[config.mk]
export PLATFORM = sky130hd
export DESIGN_NAME = sha256_msg_sched_ctrl_flat
export DESIGN_NICKNAME = d
export VERILOG_FILES = /design/src/rtl/sha256_msg_sched_ctrl_if.sv /design/src/rtl/sha256_msg_sched_ctrl.sv /design/src/flat_wrapper.sv
export SDC_FILE = /design/constraint.sdc
export NUM_CORES = 1
export LEC_CHECK = 0
export BUFFER_PORTS_ARGS = -buffer_cell sky130_fd_sc_hd__buf_4
export CORE_AREA = 2 2 293 295
export CTS_CLUSTER_SIZE = 12
export DETAILED_ROUTE_END_ITERATION = 10
export DIE_AREA = 0 0 295 297
export HOLD_SLACK_MARGIN = 0.12
export PLACE_DENSITY = 0.6
export SKIP_CTS_REPAIR_TIMING = 1
export SYNTH_ARGS = -nofsm -noshare
export SYNTH_HDL_FRONTEND = slang
export SYNTH_SLANG_ARGS = --single-unit
[constraint.sdc]
create_clock -name clk -period 8.72 [get_ports clk]
set_input_delay 1.744 -clock clk [delete_from_list [all_inputs] [get_ports clk]]
set_output_delay 1.744 -clock clk [all_outputs]
set_load 0.01 [all_outputs]
[src/rtl/sha256_msg_sched_ctrl_if.sv]
// sha256_msg_sched_ctrl_if: control, message-load, shared-ALU and schedule-word signals
interface sha256_msg_sched_ctrl_if;
  logic        start_i;
  logic        abort_i;
  logic        busy_o;
  logic        done_o;
  logic        msg_valid_i;
  logic        msg_ready_o;
  logic [31:0] msg_word_i;
  logic        alu_req_o;
  logic        alu_gnt_i;
  logic [1:0]  alu_op_o;
  logic [31:0] alu_operand_o;
  logic        alu_rvalid_i;
  logic [31:0] alu_result_i;
  logic        w_valid_o;
  logic        w_ready_i;
  logic [31:0] w_data_o;
  logic [5:0]  w_idx_o;
  modport slave (
    input  start_i, abort_i, msg_valid_i, msg_word_i, alu_gnt_i, alu_rvalid_i, alu_result_i, w_ready_i,
    output busy_o, done_o, msg_ready_o, alu_req_o, alu_op_o, alu_operand_o, w_valid_o, w_data_o, w_idx_o
  );
  modport master (
    output start_i, abort_i, msg_valid_i, msg_word_i, alu_gnt_i, alu_rvalid_i, alu_result_i, w_ready_i,
    input  busy_o, done_o, msg_ready_o, alu_req_o, alu_op_o, alu_operand_o, w_valid_o, w_data_o, w_idx_o
  );
endinterface

[src/rtl/sha256_msg_sched_ctrl.sv]
// sha256_msg_sched_ctrl: SHA-256 message schedule sequencer using a shared sigma ALU
module sha256_msg_sched_ctrl #(
  parameter int ROUNDS = 64
) (
  input logic                    clk,
  input logic                    rst_n,
  sha256_msg_sched_ctrl_if.slave bus
);
  typedef enum logic [2:0] {IDLE, LOAD, OUT, S0_REQ, S0_WAIT, S1_REQ, S1_WAIT, DRAIN} state_t;
  localparam logic [6:0] LAST = 7'(ROUNDS - 1);
  state_t      r_state, w_next;
  logic [6:0]  r_t;
  logic [31:0] r_buf [16];
  logic [31:0] r_s0;
  logic        r_done;
  logic [3:0]  w_i;
  logic        w_msg_acc;
  logic        w_w_acc;
  logic [31:0] w_sum;
  assign w_i       = r_t[3:0];
  assign w_msg_acc = r_state == LOAD && bus.msg_valid_i && !bus.abort_i;
  assign w_w_acc   = r_state == OUT && bus.w_ready_i && !bus.abort_i;
  // slot t mod 16 still holds W[t-16] when the new word is summed into it
  assign w_sum     = bus.alu_result_i + r_buf[w_i - 4'd7] + r_s0 + r_buf[w_i];
  always_comb begin
    w_next = r_state;
    case (r_state)
      IDLE:    w_next = bus.start_i && !bus.abort_i ? LOAD : IDLE;
      LOAD:    w_next = bus.abort_i ? IDLE : w_msg_acc && w_i == 4'd15 ? OUT : LOAD;
      OUT:     w_next = bus.abort_i ? IDLE : !w_w_acc ? OUT : r_t == LAST ? IDLE : r_t >= 7'd15 ? S0_REQ : OUT;
      S0_REQ:  w_next = bus.alu_gnt_i ? (bus.abort_i ? DRAIN : S0_WAIT) : (bus.abort_i ? IDLE : S0_REQ);
      S0_WAIT: w_next = bus.alu_rvalid_i ? (bus.abort_i ? IDLE : S1_REQ) : (bus.abort_i ? DRAIN : S0_WAIT);
      S1_REQ:  w_next = bus.alu_gnt_i ? (bus.abort_i ? DRAIN : S1_WAIT) : (bus.abort_i ? IDLE : S1_REQ);
      S1_WAIT: w_next = bus.alu_rvalid_i ? (bus.abort_i ? IDLE : OUT) : (bus.abort_i ? DRAIN : S1_WAIT);
      DRAIN:   w_next = bus.alu_rvalid_i ? IDLE : DRAIN;
      default: w_next = IDLE;
    endcase
  end
  always_ff @(posedge clk) begin
    if (!rst_n) begin
      r_state <= IDLE;
      r_t     <= '0;
      r_done  <= 1'b0;
    end else begin
      r_state <= w_next;
      r_done  <= w_w_acc && r_t == LAST;
      if (r_state == IDLE) r_t <= '0;
      else if (w_msg_acc) r_t <= w_i == 4'd15 ? 7'd0 : r_t + 7'd1;
      else if (w_w_acc) r_t <= r_t + 7'd1;
    end
  end
  always_ff @(posedge clk) begin
    if (r_state == S0_WAIT && bus.alu_rvalid_i) r_s0 <= bus.alu_result_i;
    if (w_msg_acc) r_buf[w_i] <= bus.msg_word_i;
    else if (r_state == S1_WAIT && bus.alu_rvalid_i) r_buf[w_i] <= w_sum;
  end
  assign bus.busy_o        = r_state != IDLE;
  assign bus.done_o        = r_done;
  assign bus.msg_ready_o   = r_state == LOAD;
  assign bus.alu_req_o     = r_state == S0_REQ || r_state == S1_REQ;
  assign bus.alu_op_o      = {1'b0, r_state == S1_REQ};
  assign bus.alu_operand_o = r_state == S0_REQ ? r_buf[w_i + 4'd1] : r_state == S1_REQ ? r_buf[w_i - 4'd2] : '0;
  assign bus.w_valid_o     = r_state == OUT;
  assign bus.w_data_o      = r_state == OUT ? r_buf[w_i] : '0;
  assign bus.w_idx_o       = r_state == OUT ? r_t[5:0] : '0;
endmodule

[src/flat_wrapper.sv]
// flat-port wrapper written by rule: the top's interface ports become plain ports
module sha256_msg_sched_ctrl_flat 
#(
  parameter int ROUNDS = 64
)
  (clk, rst_n, bus_start_i, bus_abort_i, bus_msg_valid_i, bus_msg_word_i, bus_alu_gnt_i, bus_alu_rvalid_i, bus_alu_result_i, bus_w_ready_i, bus_busy_o, bus_done_o, bus_msg_ready_o, bus_alu_req_o, bus_alu_op_o, bus_alu_operand_o, bus_w_valid_o, bus_w_data_o, bus_w_idx_o);
  sha256_msg_sched_ctrl_if bus_i ();
  input logic clk;
  input logic rst_n;
  input wire logic [$bits(bus_i.start_i)-1:0] bus_start_i;
  input wire logic [$bits(bus_i.abort_i)-1:0] bus_abort_i;
  input wire logic [$bits(bus_i.msg_valid_i)-1:0] bus_msg_valid_i;
  input wire logic [$bits(bus_i.msg_word_i)-1:0] bus_msg_word_i;
  input wire logic [$bits(bus_i.alu_gnt_i)-1:0] bus_alu_gnt_i;
  input wire logic [$bits(bus_i.alu_rvalid_i)-1:0] bus_alu_rvalid_i;
  input wire logic [$bits(bus_i.alu_result_i)-1:0] bus_alu_result_i;
  input wire logic [$bits(bus_i.w_ready_i)-1:0] bus_w_ready_i;
  output wire logic [$bits(bus_i.busy_o)-1:0] bus_busy_o;
  output wire logic [$bits(bus_i.done_o)-1:0] bus_done_o;
  output wire logic [$bits(bus_i.msg_ready_o)-1:0] bus_msg_ready_o;
  output wire logic [$bits(bus_i.alu_req_o)-1:0] bus_alu_req_o;
  output wire logic [$bits(bus_i.alu_op_o)-1:0] bus_alu_op_o;
  output wire logic [$bits(bus_i.alu_operand_o)-1:0] bus_alu_operand_o;
  output wire logic [$bits(bus_i.w_valid_o)-1:0] bus_w_valid_o;
  output wire logic [$bits(bus_i.w_data_o)-1:0] bus_w_data_o;
  output wire logic [$bits(bus_i.w_idx_o)-1:0] bus_w_idx_o;
  assign bus_i.start_i = bus_start_i;
  assign bus_i.abort_i = bus_abort_i;
  assign bus_i.msg_valid_i = bus_msg_valid_i;
  assign bus_i.msg_word_i = bus_msg_word_i;
  assign bus_i.alu_gnt_i = bus_alu_gnt_i;
  assign bus_i.alu_rvalid_i = bus_alu_rvalid_i;
  assign bus_i.alu_result_i = bus_alu_result_i;
  assign bus_i.w_ready_i = bus_w_ready_i;
  assign bus_busy_o = bus_i.busy_o;
  assign bus_done_o = bus_i.done_o;
  assign bus_msg_ready_o = bus_i.msg_ready_o;
  assign bus_alu_req_o = bus_i.alu_req_o;
  assign bus_alu_op_o = bus_i.alu_op_o;
  assign bus_alu_operand_o = bus_i.alu_operand_o;
  assign bus_w_valid_o = bus_i.w_valid_o;
  assign bus_w_data_o = bus_i.w_data_o;
  assign bus_w_idx_o = bus_i.w_idx_o;
  sha256_msg_sched_ctrl #(.ROUNDS(ROUNDS)) u_core (.clk(clk), .rst_n(rst_n), .bus(bus_i));
endmodule
==> After elaboration in Yosys (flattened, before gate mapping) <==
Memories as Yosys holds them, arrays and structs flattened. A register that Yosys moved wholly into a read port is not among the register bits.
Index checks and enable logic that the tools add are counted.
{ "totals": {"elab_cells": 72, "regBits": 43, "ram_bits": 512, "input_bits": 72, "mem_count": 1} }
{ "op_classes": {"eq_ne": 9, "bitwise_logic": 2, "add_sub_neg": 7, "reduce_logical": 15, "muxes": 33, "magnitude_cmp": 1} }
{ "mem_list": {"columns": ["name", "depth", "width", "rd", "rd_ports_with_merged_regs", "write_ports", "line_no", "rtl"], "rows": [
  ["u_core.r_buf", 16, 32, 4, 1, 1, "sha256_msg_sched_ctrl.sv:13", "logic [31:0] r_buf [16];"]
]} }
{ "ops": {"columns": ["op", "n"], "rows": [
  ["two-way mux 32 bit", 4],
  ["adder 32 bit", 3],
  ["two-way mux 3 bit", 10],
  ["one-hot mux 3 bit (8 select lines)", 1],
  ["two-way mux 7 bit", 3],
  ["== test 3 bit (second input constant)", 4],
  ["logical AND 1 bit", 9],
  ["two-way mux 1 bit", 8],
  ["two-way mux 2 bit", 4],
  ["two-way mux 4 bit", 2],
  ["adder 7 x 1 -> 7 bit (second input constant)", 1],
  ["== test 7 x 6 -> 1 bit (second input constant)", 1],
  [">= comparator 7 x 4 -> 1 bit (second input constant)", 1],
  ["== test 3 x 2 -> 1 bit (second input constant)", 2],
  ["two-way mux 6 bit", 1],
  ["adder 4 x 1 -> 4 bit (second input constant)", 1],
  ["== test 4 bit (second input constant)", 1],
  ["subtractor 4 x 2 -> 4 bit (second input constant)", 1],
  ["subtractor 4 x 3 -> 4 bit (second input constant)", 1],
  ["== test 3 x 1 -> 1 bit (second input constant)", 1],
  ["zero test 3 bit", 1],
  ["nonzero test 3 bit", 1],
  ["nonzero test 2 bit", 1],
  ["OR reduction 2 bit", 1],
  ["other kinds (4)", 4]
]} }

==> Logic depth before layout (Yosys ltp) <==
{ "depth": {"depth_word": 7, "mapped_depth": 27} }

==> Worst setup path before layout <==
No wires, ideal clock.
{ "synth_timing": {"kind": "flip-flop to flip-flop", "startpoint": "reg u_core.r_t[1]", "endpoint": "mem u_core.r_buf[0][25] (data pin)", "stages_incl_launch_ff": 28, "arrival_ns": 6.415, "slack_ns": 2.021, "cell_sequence": "dfxtp_1 -> clkbuf_1 -> clkbuf_1 -> clkbuf_1 -> inv_1 -> ha_1 -> buf_6 -> buf_2 -> buf_1 -> mux4_2 -> mux2i_1 -> nand2_1 -> o21ai_0 -> fa_1 -> fa_1 -> inv_1 -> ha_1 -> inv_1 -> fa_1 -> nand2b_1 -> a21oi_1 -> o311a_1 -> a22o_4 -> a31oi_1 -> o21bai_1 -> a211oi_1 -> o31a_1 -> o21ai_1"} }
{ "synth_between": {"elab_chain_len": 6} }
{ "synth_rtl": {"columns": ["item", "line_no", "rtl"], "rows": [
  ["start, declared", "sha256_msg_sched_ctrl.sv:12", "logic [6:0] r_t;"],
  ["start signal, assigned", "sha256_msg_sched_ctrl.sv:48", "else if (w_msg_acc) r_t <= w_i == 4'd15 ? 7'd0 : r_t + 7'd1;"],
  ["start signal, assigned", "sha256_msg_sched_ctrl.sv:49", "else if (w_w_acc) r_t <= r_t + 7'd1;"],
  ["subtractor 4 x 3 -> 4 bit", "sha256_msg_sched_ctrl.sv:24", "assign w_sum = bus.alu_result_i + r_buf[w_i - 4'd7] + r_s0 + r_buf[w_i];"],
  ["memory read (16 x 32 bit)", null, null],
  ["adder 32 bit (3 in series)", "sha256_msg_sched_ctrl.sv:24", null],
  ["two-way mux 32 bit (no line)", null, null],
  ["end, declared", "sha256_msg_sched_ctrl.sv:13", null]
]} }
Every way passes these cells.

==> Final worst setup path <==
{ "layout_timing": {"startpoint": "reg u_core.r_t[1]", "endpoint": "mem u_core.r_buf[1][25] (data pin)"} }
The elaborated chain is that of the path after synthesis.

==> reports/results.ini <==
[grt]
grt.overflow.total=0
grt_max_degree=91
grt_use_total_pct=23.1
first_global_vias=21400
grt_pass1_wl_um=147000
grt_antenna_before_repair=0

[layout]
drive_gt1_share_pct=37.2
layout.nets=2346
area_delta_synth_final_pct=13.6
most-common-layout-cells=edfxtp_1, mux4_2, buf_4, inv_1, nand2_1
insertedDiodeCount=0
final_common_cell=edfxtp_1

[clock_tree]
clk-insertion-delay-late_ns=0.65
root_buffer=clkbuf_16
clk_pin_slew_worst_paths_ns=0.07
cts_htree_levels=2
cts_tree=yes
cts_max_path_buffers=3
cts.sinks=559
cts-buffers-inserted=59

[sta]
maxSlewHeadroom_pct=13.7
clock_skew_ns=0.0398
hold_viol_final=0
setup_tns_ns=0
clock.fmax_mhz=129
tightest_slew_ns=1.29
period_share_pct=88.9
setup_violations=0
slew_viol_final=0
hold_ws_ns=0.578
period_minus_slack_ns=7.75
rsz0062_at_grt=no

[setup_path]
reg2reg_slack_ns=0.97
end_kind=flop
worst_setup_path_start_kind=flop
arrival_ns=8.04
cp_max_fo=41
path_class=flop to flop
worstPathRequired_ns=9.01

[floorplan]
initial_core_util_pct=39.6
die_height_um=297
core_mm2=0.0845
die-area_mm2=0.0876
rows=107
ios=149
die_w_um=295

[yosys]
synthesis.area_mm2=0.0334
synth_seq_cells=559
synth.avg_cell_area_um2=16.4
async_reset_ff_share_pct=0
syn_inst=2037
yosys_warnings=0
synth_cell_types=66
synth_ff_type=edfxtp_1
synth_nets=2212
seq_area_frac_synth_pct=49.7
synth_edf_count=544

[outcome]
status=complete, no violations

[routing]
wl_met1_um=39500
met2_length_um=49900
dr.first_iter.drc_count=2336
ant_nets=0
dr.pass1.iters=5
routed_wl_um=101000
drc=0
route.met3.wl_um=8430
vias=21000
routed.top_layer=met4
vias_per_cell=6.26
wl_per_cell_um=30.0

[pwr]
power.leakage_nw=12.3
irDropWorstVdd_mv=0.147
switchingPower_mw=1.28
seq_power_share_pct=51.4
switching_share_pct=22.3
p_int_mw=4.45
combPwrFrac_pct=5.8
power_density_mw_per_mm2=151
total_power_mw=5.73
clock_power_share_pct=42.7

[place]
place.gp.congestion=0.830
io_buffers=147
dp_hpwl_um=62100

[job]
maxCapViolCount=0

[min_path]
hp-class=flop to flop

## synth_stat cells, types with 3 or more instances
master    count  area share, %
nor2b_1       5          0.094
clkbuf_1     82           0.92
xor2_1       12           0.31
a21oi_1      64           0.96
nand2_1     122            1.4
a211oi_1      7           0.16
nand4_1       3          0.056
mux2i_1      32           0.96
inv_1       163            1.8
and3_1        3          0.056
buf_2        44           0.66
a31oi_1       5          0.094
fa_1         62            3.7
o21ai_1      42           0.63
o21ai_0      66           0.99
mux4_2      449             30
xnor2_1      17           0.45
ha_1         41            1.5
mux2_2       32            1.1
a211oi_2      3           0.11
buf_1        14           0.16
nand3_1       5          0.075
nand3b_1      4          0.090
o31ai_1       5           0.11
nand2b_1      8           0.15
nor3_1       15           0.22
dfxtp_1      15           0.90
nor2_1       75           0.84
o21bai_1      4          0.090
edfxtp_1    544             49
a21o_1       10           0.22
and2_1       42           0.79
## final timing paths
kind | from | end | cells past startpoint
worst max-delay path | u_core.r_t[1] | u_core.r_buf[1][25] | 18
worst min-delay path | u_core.r_t[6] | u_core.r_t[6] | 2
worst max register to register | u_core.r_t[1] | u_core.r_buf[1][25] | 18
worst min register to register | u_core.r_t[6] | u_core.r_t[6] | 2
## cells by family after synthesis
group	Yosys count	synth area share (%)
adders and majority gates	103	5.24
xor gates and xnor gates	32	0.905
muxes	515	32.4
buffers and inverters	308	3.69
AOI/OAI and AO/OA	228	4.05
DFF	559	49.7
and+or+nand+nor	291	3.97
other	1	0.0112
## power groups by stage
| stage | sequential, mW | clock [mW] | combinational [mW] |
|---|---|---|---|
| finish | 2.95 | 2.45 | 0.335 |
| detailed placement | 3.00 | 0 | 0.331 |
| global placement | 3.00 | 0 | 0.326 |
| global route | 2.95 | 2.59 | 0.370 |
| CTS | 2.95 | 2.49 | 0.333 |
| floorplan | 3.01 | 0 | 0.210 |
## final cells by class
cell class / count / area, um^2
clock buffer: 82 / 1650
clock inverter: 24 / 201
fill: 7327 / 46500
inverter: 164 / 616
multi-input combinational: 1170 / 15800
sequential: 559 / 16700
tap: 1144 / 1430
timing repair buffer: 217 / 1670
## worst max-delay path: stages, from the launching register on
cell      delay, ns
dfxtp_4        0.76
inv_1          0.27
ha_4           0.87
buf_4          0.46
mux4_2         0.35
mux2_2         0.29
o21ai_0        0.34
fa_1           0.50
fa_1           0.49
fa_1           0.41
nand2b_1       0.19
a21oi_1        0.26
o311a_1        0.35
a22o_4         0.24
a31oi_1        0.15
o21bai_1       0.21
a211oi_1       0.11
o31a_1         0.29
o21ai_1        0.81
## sequential cells by signal, summed over array words and instances (netlist names), named ones only
register,cells
u_core.r_state,3
u_core.r_t,7
u_core.r_s0,32
u_core.r_buf,512
u_core.bus.done_o,1
## routing by layer
| metal | GRT usage, % | vias to the layer above |
|---|---|---|
| li1 | - | 8485 |
| met1 | 31.5 | 11200 |
| met2 | 38.2 | 1186 |
| met3 | 3.90 | 186 |
| met4 | 6.95 | 0 |
| met5 | 0 | - |
## per-stage QoR
step           util (%)  setup WS [ns]  instance area [um^2]  instances
2_1_floorplan         -           2.02                 33400       2037
3_3_place_gp       42.8           1.23                 36100       3254
3_5_place_dp       42.8           1.03                 36100       3254
4_1_cts            45.0          0.988                 38000       3360
5_1_grt            45.0          0.614                 38000       3360
6_report           45.0          0.971                 38000       3360
Power figures use the tool's default switching activity.
